<file path="config.mk">
export PLATFORM = sky130hd
export DESIGN_NAME = ram_dp_32x8_flat
export DESIGN_NICKNAME = d
export VERILOG_FILES = /design/src/rtl/ram_dp_32x8_if.sv /design/src/rtl/ram_dp_32x8.sv /design/src/flat_wrapper.sv
export SDC_FILE = /design/constraint.sdc
export NUM_CORES = 1
export LEC_CHECK = 0
export ABC_AREA = 1
export BUFFER_PORTS_ARGS = -buffer_cell sky130_fd_sc_hd__buf_2
export CORE_ASPECT_RATIO = 0.75
export CORE_MARGIN = 2
export CORE_UTILIZATION = 54
export CTS_CLUSTER_SIZE = 12
export DETAILED_ROUTE_END_ITERATION = 8
export GPL_TIMING_DRIVEN = 0
export HOLD_SLACK_MARGIN = 0.02
export PLACE_DENSITY = 0.79
export REMOVE_ABC_BUFFERS = 1
export SLEW_MARGIN = 25
export SYNTH_ARGS = -nofsm -noshare
export SYNTH_HDL_FRONTEND = slang
export SYNTH_SLANG_ARGS = --single-unit
</file>
<file path="constraint.sdc">
create_clock -name clock -period 1.45 [get_ports clock]
set_clock_uncertainty 0.15 [all_clocks]
set_input_delay 0.145 -clock clock [delete_from_list [all_inputs] [get_ports clock]]
set_output_delay 0.145 -clock clock [all_outputs]
set_load 0.05 [all_outputs]
</file>
<file path="src/rtl/ram_dp_32x8_if.sv">
// Bus bundle for the 32x8 dual-port RAM: write port, read port and the
// debug copy of the whole array. The clock and reset stay outside the bundle.
interface ram_dp_32x8_if #(
  parameter int DATA_WIDTH = 8,
  parameter int ADDR_WIDTH = 5,
  parameter int DEPTH      = 32
);
  logic [DATA_WIDTH-1:0] data_in;
  logic                  wren;
  logic                  rden;
  logic [ADDR_WIDTH-1:0] wraddress;
  logic [ADDR_WIDTH-1:0] rdaddress;
  logic [DATA_WIDTH-1:0] data_out;
  logic [DATA_WIDTH-1:0] mem [DEPTH-1:0];

  // The FIFO control path (or a bench) drives addresses, data and enables.
  modport master (
    output data_in, wren, rden, wraddress, rdaddress,
    input  data_out, mem
  );

  // The RAM consumes the requests and returns read data and the array copy.
  modport slave (
    input  data_in, wren, rden, wraddress, rdaddress,
    output data_out, mem
  );
endinterface

</file>
<file path="src/rtl/ram_dp_32x8.sv">
// Simple dual-port synchronous RAM, 32 words x 8 bits, single clock.
// One write port and one registered read port with independent addresses.
// A read and a write to the same address on one edge return the old word
// (read-first). Synchronous active-high reset clears the array and the read
// register and overrides any concurrent read or write.
module ram_dp_32x8 #(
  parameter int DATA_WIDTH = 8,
  parameter int ADDR_WIDTH = 5,
  parameter int DEPTH      = 32
) (
  input logic              clock,
  input logic              reset,
  ram_dp_32x8_if.slave     bus
);

  logic [DATA_WIDTH-1:0] store [DEPTH-1:0];
  logic [DATA_WIDTH-1:0] rd_q;

  // Array update: reset clears every word, otherwise commit an enabled write.
  always_ff @(posedge clock) begin
    if (reset) begin
      for (int i = 0; i < DEPTH; i++) begin
        store[i] <= '0;
      end
    end else if (bus.wren) begin
      store[bus.wraddress] <= bus.data_in;
    end
  end

  // Read register: samples the pre-edge array contents, so same-address
  // read-during-write returns the old word; holds when rden is low.
  always_ff @(posedge clock) begin
    if (reset) begin
      rd_q <= '0;
    end else if (bus.rden) begin
      rd_q <= store[bus.rdaddress];
    end
  end

  assign bus.data_out = rd_q;
  assign bus.mem      = store;

endmodule

</file>
<file path="src/flat_wrapper.sv">
// flat-port wrapper written by rule: the top's interface ports become plain ports
module ram_dp_32x8_flat 
#(
  parameter int DATA_WIDTH = 8,
  parameter int ADDR_WIDTH = 5,
  parameter int DEPTH      = 32
)
  (clock, reset, bus_data_in, bus_wren, bus_rden, bus_wraddress, bus_rdaddress, bus_data_out, bus_mem);
  ram_dp_32x8_if #(.DATA_WIDTH(DATA_WIDTH), .ADDR_WIDTH(ADDR_WIDTH), .DEPTH(DEPTH)) bus_i ();
  input logic clock;
  input logic reset;
  input wire logic [$bits(bus_i.data_in)-1:0] bus_data_in;
  input wire logic [$bits(bus_i.wren)-1:0] bus_wren;
  input wire logic [$bits(bus_i.rden)-1:0] bus_rden;
  input wire logic [$bits(bus_i.wraddress)-1:0] bus_wraddress;
  input wire logic [$bits(bus_i.rdaddress)-1:0] bus_rdaddress;
  output wire logic [$bits(bus_i.data_out)-1:0] bus_data_out;
  output wire logic [$bits(bus_i.mem)-1:0] bus_mem;
  assign bus_i.data_in = bus_data_in;
  assign bus_i.wren = bus_wren;
  assign bus_i.rden = bus_rden;
  assign bus_i.wraddress = bus_wraddress;
  assign bus_i.rdaddress = bus_rdaddress;
  assign bus_data_out = bus_i.data_out;
  assign bus_mem = {>>{bus_i.mem}};
  ram_dp_32x8 #(.DATA_WIDTH(DATA_WIDTH), .ADDR_WIDTH(ADDR_WIDTH), .DEPTH(DEPTH)) u_core (.clock(clock), .reset(reset), .bus(bus_i));
endmodule
</file>
[Word-level counts from Yosys, hierarchy flattened]
Index checks and enable logic that the tools add are counted.
Word-level totals
  bits in writable memories: 0
  flip-flop bits (word level): 264
  memories kept: 0
  bits in read-only memories: 0
  bits in latches: 0
  input port bits: 22
  output and inout port bits: 264
Cells by class
  divide/modulo/power cells: 0
  eq/ne operators: 0
  shift-type cells: 0
  bitwise logic cells: 0
  $mul: 0
  reduce and logical (&&, ||, !) cells: 1
  $add $sub $neg: 0
  $lt $le $gt $ge: 3
  mux-type cells: 5
Operators with widths (number)
  256-bit bitwise mux: 1
  8-bit binary-select mux with 5-bit select: 1
  8-bit demux with 5-bit select: 1
  8-bit two-way mux: 2
  5-bit by 6-bit less-than comparator with 1-bit output, second input constant: 2
  5-bit by 1-bit >= comparator with 1-bit output, second input constant: 1
  1-bit logical AND: 1

[Depth between registers and ports, before layout]
  depth in word-level cells: 5
  gate-level depth with buffers: 11
  gate-level depth less buffers: 9

[Worst setup path after synthesis]
OpenSTA, ideal clock, no wires.
  kind: register -> register
  from: reg u_core.store, in the netlist u_core.bus.mem[251]
  to: reg u_core.rd_q[3] (netlist: u_core.bus.data_out[3])
  data arrival time: 1.186 ns
  library setup time: 0.070 ns
  clock period less this slack: 1.406 ns
  path slack: 0.044 ns
  data required time: 1.230 ns
  stages on the path, launching flop included: 9
  cells stage by stage: dfxtp_1 nand2_1 nand3_1 nand3_1 nand2_1 nand2_1 nand3_1 nand2_1 a21oi_1
On the way
  longest elaborated chain between the ends: 2
RTL lines
  start: declaration: RTL line ram_dp_32x8.sv:16  | logic [DATA_WIDTH-1:0] store [DEPTH-1:0];
  start signal: indexed assignment: RTL line ram_dp_32x8.sv:26  | store[bus.wraddress] <= bus.data_in;
  8-bit binary-select mux with 5-bit select: RTL line ram_dp_32x8.sv:36  | rd_q <= store[bus.rdaddress];
  8-bit two-way mux (not written as such): RTL line ram_dp_32x8.sv:36
  end signal: assignment: RTL line ram_dp_32x8.sv:36
  end: declaration: RTL line ram_dp_32x8.sv:17  | logic [DATA_WIDTH-1:0] rd_q;
Every way passes these cells. The select of a mux whose other input is x is not followed.
A chain may end at the register's enable or synchronous reset.

[Worst setup path in the final report]
  from: reg u_core.store, in the netlist u_core.bus.mem[8]
  to: out bus_mem[8]
RTL lines
  end: declaration: RTL line flat_wrapper.sv:18  | output wire logic [$bits(bus_i.mem)-1:0] bus_mem;
No word-level cell between the ends.

==> results.toml <==
[yosys]
synthesis.area_sq_um = 11990
synth_warnings = 0
synth.avg_cell_area_sq_um = 6.696
synth_seq_cells = 264
seq_area_frac_synth_pct = 44.09
synth_cell_types = 15
syn-instance-count = 1790

[route]
viasPerCell = 5.839
ant_nets = 0
vias = 13599
firstDrtPassIters = 6
wl_um = 45400
wire_per_inst_um = 19.49
drtIter0Drc = 2099
remaining_drc_errors = 0

[worst_setup_path]
path_cells = "buf_6"
cp_num_buf_inv = 1
worstPathRequired_ns = 1.15
critPathKind = "flop to output port"
crit_family = "flip-flops"
slowest_stage = "dfxtp_1"
end_kind = "output port"
crit_path_start_kind = "flop"
path_max_fanout = 3
arrival_ns = 1.17
max_stage_delay_ns = 0.44

[status]
violations = "negative setup slack"
status = "complete, but fails checks"

[timing]
finalHoldViolCount = 0
timing.fmax_ghz = 0.6845
layout_min_cycle_time_ns = 1.461
setup_tns_ns = -0.01084
relSlewSlack_pct = 32.47
worst_pin_slew_ns = 1.013
drv_slew = 0
finalSetupViolCount = 1
period_share_pct = 100.7
worst_slack_ns = -0.01084

[cts]
cts_root_buffer = "clkbuf_16"
clk_path_buf_depth = 3
cts_buffers = 27
tritoncts = "built"
insertion_delay_ns = 0.54
cts.sinks = 264
clkTransAtPathRegs_ns = 0.06
htreeDepth = 1

[power]
p_int_w = 0.01159
p_sw_w = 0.004381
pwr-share-seq_pct = 46.7
pwr-share-clk_pct = 41.5
p_total_w = 0.01597
p_leak_nw = 7.123
ir_drop_v = 0.0007429
power_density_nw_per_um2 = 1026
sw_frac_of_total_pct = 27.42
comb_power_share_pct = 11.8

[grt]
grt_pass1_vias = 11833
grtUsageTotal_pct = 35.97
grt_overflow = 0
antenna_found_initial = 4
grt_pass1_wl_um = 66220
grt_max_degree = 133

[layout]
drive_above_1_share_pct = 22.13
syn_to_final_growth_pct = 29.83
final_nets = 2041
fill_cells = 1802

[floorplan]
die_y_um = 133.0
die_area_sq_um = 23420
start_util_pct = 54.65
coreArea_sq_um = 21930
boundaryPins = 286
die_x_um = 176.0
rows = 47

[placement]
dp_hpwl_um = 26920
port_buffers = 285
gp_congestion = 0.9135

[job]
cap_violations = 0

[hold_path]
worstHoldPathType = "input pin to flop"
==> synthesized netlist by cell type <==
library cell	instances	area, sq um
buf_1	26	97.59
o21ai_0	264	1321
inv_1	9	33.78
clkbuf_1	42	157.7
nor2_1	512	1922
buf_2	20	100.1
nor3_1	7	35.03
nor2_4	32	360.4
nand2_1	328	1231
a21oi_1	8	40.04
dfxtp_1	264	5285
nor3_2	5	50.05
nand3_1	208	1041
buf_4	18	135.1
inv_2	47	176.4
==> layer usage <==
layer  vias up  GRT usage, %  routed length, um
li1       6244             -                  -
met1      6298         50.79              17970
met2       929         55.71              19990
met3       124         8.075               5994
met4         4         9.320               1409
met5         -             0                 27
==> power groups by stage <==
stage,clock network (W),logic (W),registers (W)
5_1_grt,0.00690,0.00198,0.00747
3_3_place_gp,0,0.00161,0.00760
6_report,0.00662,0.00189,0.00746
3_5_place_dp,0,0.00164,0.00760
2_1_floorplan,0,0.000570,0.00796
4_1_cts,0.00661,0.00177,0.00745
==> path summary, 6_finish.rpt <==
check	startpoint	endpoint	slack, ns	depth (start not counted)
hold reg to reg	u_core.bus.data_out[3]$_SDFFE_PP0P_	u_core.bus.data_out[3]$_SDFFE_PP0P_	0.38	2
setup reg to reg	u_core.bus.mem[234]$_SDFFE_PP0P_	u_core.bus.mem[234]$_SDFFE_PP0P_	0.06	3
setup / recovery	u_core.bus.mem[8]$_SDFFE_PP0P_	bus_mem[8]	-0.01	1
hold / removal	bus_data_in[0]	u_core.bus.mem[240]$_SDFFE_PP0P_	0.10	3
==> through the flow <==
stage	worst slack (ns)	area, sq um	instances	hold WS (ns)	util, %
after global placement	-5.458	13290	2263	0.3564	60.59
after detailed placement	-1.103	13400	2266	0.3648	61.07
after global routing	-0.01592	15560	2327	0.1224	70.93
final	-0.01084	15560	2329	0.1008	70.95
after floorplan	-2.002	11500	1684	0.09089	-
after CTS	-0.004896	15080	2318	0.01538	68.77
==> cell usage in the layout (no fill, tap or decap), types with 7 or more instances in the layout <==
master / instances
a21oi_1: 8
buf_2: 17
buf_4: 184
buf_6: 76
clkbuf_1: 7
clkbuf_16: 30
clkbuf_4: 12
clkbuf_8: 7
dfxtp_1: 246
dfxtp_2: 18
inv_2: 45
nand2_1: 322
nand3_1: 207
nor2_1: 512
nor2_4: 32
o21ai_0: 264
==> cells by family after synthesis <==
logic type	share of synthesized area (%)
AOI/OAI and AO/OA	11.36
buffers and inverters	5.845
DFF	44.09
and+or+nand+nor	38.71
==> state kept, by name (all words and copies together) (netlist names) <==
| name | cells |
|---|---|
| u_core.bus.data_out | 8 |
| u_core.bus.mem | 256 |
==> what timing repair did <==
action	CTS	global route
endpoints found under the setup margin	256	98
resized for setup	277	116
pin swaps	0	3
cloned	3	3
setup buffers	0	6
hold buffers	6	0
endpoints found under the hold margin	13	0
==> area by class of cell <==
cell class / count / area [sq um] / share of cell area, %
multi-input combinational: 1364 / 6032 / 38.76
antenna: 2 / 5.005 / 0.03216
timing repair buffer: 306 / 2773 / 17.82
inverter: 56 / 265.3 / 1.704
clock buffer: 41 / 798.3 / 5.129
tap: 294 / 367.9 / 2.364
clock inverter: 2 / 13.76 / 0.08844
sequential: 264 / 5308 / 34.11
Power figures use the tool's default switching activity.
